==> src/rtl/chain1_master_if.sv <==
// Bus bundle between the chain1 initiator and its on-chip user / target.
// The master modport is the initiator's view; slave is the far side.
interface chain1_master_if #(
    parameter int WIDTH = 16
);
    logic             i_start;
    logic [WIDTH-1:0] i_data;
    logic             i_sdi;
    logic             o_sclk;
    logic             o_sdo;
    logic             o_load;
    logic             o_busy;
    logic             o_done;
    logic [WIDTH-1:0] o_rdata;

    modport master (
        input  i_start,
        input  i_data,
        input  i_sdi,
        output o_sclk,
        output o_sdo,
        output o_load,
        output o_busy,
        output o_done,
        output o_rdata
    );

    modport slave (
        output i_start,
        output i_data,
        output i_sdi,
        input  o_sclk,
        input  o_sdo,
        input  o_load,
        input  o_busy,
        input  o_done,
        input  o_rdata
    );
endinterface

==> src/rtl/chain1_master.sv <==
// Initiator for the chain1 scan interface: shifts a word out MSB first
// under a low load, captures MISO, then raises load to latch the target.
module chain1_master #(
    parameter int WIDTH  = 16,
    parameter int CLKDIV = 2
) (
    input logic             i_clk,
    input logic             i_rst_n,
    chain1_master_if.master bus
);
    localparam int BW = $clog2(WIDTH + 1);
    localparam int DW = (CLKDIV > 1) ? $clog2(CLKDIV) : 1;
    localparam logic [DW-1:0] DIV_LAST = DW'(CLKDIV - 1);
    localparam logic [BW-1:0] BITS     = BW'(WIDTH);

    typedef enum logic [2:0] {
        S_IDLE,
        S_SETUP,
        S_HIGH,
        S_LOW,
        S_LATCH
    } state_t;

    state_t           state;
    state_t           state_n;
    logic [WIDTH-1:0] tx;
    logic [WIDTH-1:0] rx;
    logic [BW-1:0]    bit_cnt;
    logic [DW-1:0]    div;
    logic             div_last;
    logic             enter;

    assign div_last = (div == DIV_LAST);
    assign enter    = (state_n != state);

    always_ff @(posedge i_clk or negedge i_rst_n) begin
        if (!i_rst_n) begin
            state <= S_IDLE;
        end else begin
            state <= state_n;
        end
    end

    always_comb begin
        state_n = state;
        unique case (state)
            S_IDLE: begin
                if (bus.i_start) state_n = S_SETUP;
            end
            S_SETUP: begin
                if (div_last) state_n = S_HIGH;
            end
            S_HIGH: begin
                if (div_last) state_n = S_LOW;
            end
            S_LOW: begin
                if (div_last) begin
                    state_n = (bit_cnt != '0) ? S_HIGH : S_LATCH;
                end
            end
            S_LATCH: begin
                state_n = S_IDLE;
            end
            default: begin
                state_n = S_IDLE;
            end
        endcase
    end

    // Outputs are registered from the next state so every pin is glitch-free
    // and changes on the same edge as the phase it belongs to.
    always_ff @(posedge i_clk or negedge i_rst_n) begin
        if (!i_rst_n) begin
            tx          <= '0;
            rx          <= '0;
            bit_cnt     <= '0;
            div         <= '0;
            bus.o_sclk  <= 1'b0;
            bus.o_sdo   <= 1'b0;
            bus.o_load  <= 1'b1;
            bus.o_busy  <= 1'b0;
            bus.o_done  <= 1'b0;
            bus.o_rdata <= '0;
        end else begin
            div         <= enter ? '0 : div + 1'b1;
            bus.o_sclk  <= (state_n == S_HIGH);
            bus.o_load  <= (state_n == S_IDLE) || (state_n == S_LATCH);
            bus.o_busy  <= (state_n != S_IDLE);
            bus.o_done  <= (state_n == S_LATCH);
            if (state == S_IDLE && state_n == S_SETUP) begin
                tx        <= bus.i_data;
                rx        <= '0;
                bit_cnt   <= BITS;
                bus.o_sdo <= bus.i_data[WIDTH-1];
            end
            // MISO is sampled here, before the target sees its own rising edge
            if (enter && state_n == S_HIGH) begin
                rx      <= {rx[WIDTH-2:0], bus.i_sdi};
                bit_cnt <= bit_cnt - 1'b1;
            end
            if (enter && state_n == S_LOW) begin
                tx        <= {tx[WIDTH-2:0], 1'b0};
                bus.o_sdo <= tx[WIDTH-2];
            end
            if (enter && state_n == S_LATCH) begin
                bus.o_rdata <= rx;
            end
        end
    end
endmodule
==> src/flat_wrapper.sv <==
// flat-port wrapper written by rule: the top's interface ports become plain ports
module chain1_master_flat 
#(
    parameter int WIDTH  = 16,
    parameter int CLKDIV = 2
)
  (i_clk, i_rst_n, bus_i_start, bus_i_data, bus_i_sdi, bus_o_sclk, bus_o_sdo, bus_o_load, bus_o_busy, bus_o_done, bus_o_rdata);
  chain1_master_if #(.WIDTH(WIDTH)) bus_i ();
  input logic i_clk;
  input logic i_rst_n;
  input wire logic [$bits(bus_i.i_start)-1:0] bus_i_start;
  input wire logic [$bits(bus_i.i_data)-1:0] bus_i_data;
  input wire logic [$bits(bus_i.i_sdi)-1:0] bus_i_sdi;
  output wire logic [$bits(bus_i.o_sclk)-1:0] bus_o_sclk;
  output wire logic [$bits(bus_i.o_sdo)-1:0] bus_o_sdo;
  output wire logic [$bits(bus_i.o_load)-1:0] bus_o_load;
  output wire logic [$bits(bus_i.o_busy)-1:0] bus_o_busy;
  output wire logic [$bits(bus_i.o_done)-1:0] bus_o_done;
  output wire logic [$bits(bus_i.o_rdata)-1:0] bus_o_rdata;
  assign bus_i.i_start = bus_i_start;
  assign bus_i.i_data = bus_i_data;
  assign bus_i.i_sdi = bus_i_sdi;
  assign bus_o_sclk = bus_i.o_sclk;
  assign bus_o_sdo = bus_i.o_sdo;
  assign bus_o_load = bus_i.o_load;
  assign bus_o_busy = bus_i.o_busy;
  assign bus_o_done = bus_i.o_done;
  assign bus_o_rdata = bus_i.o_rdata;
  chain1_master #(.WIDTH(WIDTH), .CLKDIV(CLKDIV)) u_core (.i_clk(i_clk), .i_rst_n(i_rst_n), .bus(bus_i));
endmodule
==> config.mk <==
export PLATFORM = sky130hd
export DESIGN_NAME = chain1_master_flat
export DESIGN_NICKNAME = d
export VERILOG_FILES = /design/src/rtl/chain1_master_if.sv /design/src/rtl/chain1_master.sv /design/src/flat_wrapper.sv
export SDC_FILE = /design/constraint.sdc
export NUM_CORES = 1
export LEC_CHECK = 0
export BUFFER_PORTS_ARGS = -buffer_cell sky130_fd_sc_hd__buf_2
export CORE_AREA = 2 2 82 60
export CTS_CLUSTER_DIAMETER = 40
export DETAILED_ROUTE_END_ITERATION = 8
export DIE_AREA = 0 0 84 62
export PLACE_DENSITY_LB_ADDON = 0.25
export SYNTH_ARGS = -nofsm -noshare
export SYNTH_HDL_FRONTEND = slang
export SYNTH_SLANG_ARGS = --single-unit
==> constraint.sdc <==
create_clock -name i_clk -period 5.9 [get_ports i_clk]
set_clock_uncertainty 0.15 [all_clocks]
set_input_delay 0.59 -clock i_clk [delete_from_list [all_inputs] [get_ports i_clk]]
set_output_delay 0.59 -clock i_clk [all_outputs]
set_load 0.05 [all_outputs]
==> reports/qor.yml <==
synthesis.instances: 221
antenna_left: 0
setup_violations: 0
cts_sinks: 61
clk_pin_slew_worst_paths_ns: 0.07
worst_path_largest_cell_delay_ns: 0.88
routedWlPerCell_um: 14.8
vias_per_cell: 5.57
netlist_area_um2: 2590
maxSlewHeadroom_pct: 37.7
syn_nets: 243
rows: 21
worstPathCellList: "inv_1, ha_1, nor4b_4, and4b_1, mux2_2"
initial_core_util_pct: 57.0
drive_gt1_share_pct: 32.2
crit_type: "flip-flop to flip-flop"
maxCapViolCount: 0
cellLeakagePower_nw: 1.64
synthToLayoutAreaGrowth_pct: 17.3
pin_count: 41
setup_slack_ns: 3.33
grt_pass1_wl_um: 7850
worstPathRequired_ns: 5.97
combPwrFrac_pct: 34.9
dr.pass1.iters: 5
p_clk_share_pct: 25.7
clk-insertion-delay-late_ns: 0.34
num_vias: 1789
holdCritPathClass: "input port to async pin"
ys_seq_area_share_pct: 59.0
cts_tree: "built"
min_period_ns: 2.57
cts_resized: 0
final_cell_mix: "60 x dfrtp_1, 40 x buf_2, 38 x nand2_1"
critPathBufInv: 1
cts_root_buf: "clkbuf_8"
p_per_area_nw_per_um2: 578
seqPwrFrac_pct: 39.4
yosysTopAreaCellShare_pct: 58.0
fp.coreArea_um2: 4550
wirelength_um: 4760
drt_iter0_markers: 175
cp_slowest_cell: "and4b_1"
syn-mean-instance-area_um2: 11.7
clock_path_buffers: 2
post-cts-setup-buffers: 0
setup-tns-final_ns: 0
synth-seq-cells: 61
yosys.area.top_type: "dfrtp_1"
cp-end-kind: "flip-flop"
worst-slew-pin-transition_ns: 0.934
cts_max_level: 3
worstPathArrival_ns: 2.63
p_int_w: 0.00106
antenna_found_initial: 0
postCtsHoldBufs: 0
synth_area_leaders: "dfrtp_1 58%, a222oi_1 5.8%, nand2_1 5.5%"
route.detailed.drc: 0
dp_slack_ns: 3.30
path_depth: 5
grt_pass1_vias: 1697
grt_overflow: 0
rr_worst_depth: 5
hold_violations: 0
path_delay_family: "simple AND/OR/NAND/NOR gates"
n_antenna_cell: 0
grt_max_degree: 62
slew_viol_final: 0
cp-start-kind: "flip-flop"
nets: 281
track_usage_pct: 19.9
yosysWarnings: 0
rsz0062_at_grt: "false"
dieWidth_um: 84
die_area_um2: 5210
dp_hpwl_um: 2920
timing.final.crit_share_pct: 43.5
ys_types: 32
p_sw_share_pct: 39.5
critPathMaxFanout: 17
timing.fmax_mhz: 390
port_buffers: 40
vdd_ir_drop_max_v: 0.000331
p_sw_w: 0.000693
status: "complete, no violations"
p_total_w: 0.00175
fp.dieH_um: 62
gp_congestion: 0.717
cts_buffers: 9
layout_commonest_cell: "dfrtp_1"
state kept, by name (all words and copies together) (netlist names):
signal	count
u_core.bit_cnt	5
u_core.bus.o_busy	1
u_core.bus.o_done	1
u_core.bus.o_load	1
u_core.bus.o_rdata	16
u_core.bus.o_sclk	1
u_core.bus.o_sdo	1
u_core.div	1
u_core.rx	16
u_core.state	3
u_core.tx	15
synthesized netlist by cell type:
master     n
mux2i_1    1
o21ai_0    5
and2_1     1
nor4_1     1
a211oi_1   2
nor4b_4    2
and4_2     1
inv_1     17
nand3b_1   1
dfstp_2    1
buf_2      9
clkbuf_1   3
nand2_1   38
and3_1     1
dfrtp_1   60
and4b_2    1
mux2_4     9
buf_12     1
ha_1       2
mux2_2     9
o31a_2     1
buf_6      1
nor2_1     8
o31a_1     1
nand3_1   19
buf_1      1
and4b_1    1
a222oi_1  15
a21oi_1    5
and2_4     1
nor3_1     2
a211o_2    1
power by group through the flow:
stage | clock (W) | combinational, W | sequential [W]
after floorplan | 0 | 0.000336 | 0.000831
after global placement | 0 | 0.000596 | 0.000690
after detailed placement | 0 | 0.000613 | 0.000695
after CTS | 0.000461 | 0.000619 | 0.000691
after global routing | 0.000480 | 0.000671 | 0.000714
final | 0.000451 | 0.000612 | 0.000692
final timing paths:
kind | start | endpoint | slack, ns
min in group i_clk | bus_i_sdi | u_core.rx[0] | 0.31
hold reg to reg | u_core.rx[2] | u_core.rx[3] | 0.34
setup reg to reg | u_core.bit_cnt[0] | u_core.bus.o_rdata[11] | 3.33
setup / recovery | u_core.bit_cnt[0] | u_core.bus.o_rdata[11] | 3.33
hold / removal | i_rst_n | u_core.bus.o_busy | 0.25
max in group asynchronous | i_rst_n | u_core.rx[11] | 4.85
cell type report:
class	instances	area (um^2)
Sequential cell	61	1530
Fill cell	357	1510
Multi-Input combinational cell	128	912
Timing Repair Buffer	42	215
Clock buffer	9	124
Clock inverter	7	124
Tap cell	57	71.3
Inverter	17	63.8
kinds of logic (layout without fill, tap and decap cells):
group	count (synthesis)	after routing	synth area share (%)
flip-flops	61	61	59.0
multiplexers	19	19	9.52
AND/OR/NAND/NOR	77	77	15.1
adder cells (fa/ha/maj)	2	2	0.966
buffers and inverters	32	75	5.99
AO/OA/AOI/OAI	30	30	9.42
layer usage:
metal | part of all wire, % | vias up | global-route usage, %
met3 | 6.1 | 2 | 8.06
li1 | - | 854 | -
met2 | 47 | 60 | 31.0
met1 | 47 | 873 | 25.8
met5 | 0 | - | 0
met4 | 0.44 | 0 | 7.14
per-stage QoR:
stage | util, % | hold WS (ns) | instance area (um^2) | cells
2_1_floorplan | - | 0.144 | 2590 | 221
3_3_place_gp | 61.4 | 0.320 | 2790 | 305
3_5_place_dp | 61.4 | 0.326 | 2790 | 305
4_1_cts | 66.8 | 0.273 | 3040 | 321
5_1_grt | 66.8 | 0.292 | 3040 | 321
6_report | 66.8 | 0.255 | 3040 | 321
(Power assumes the default switching activity.)
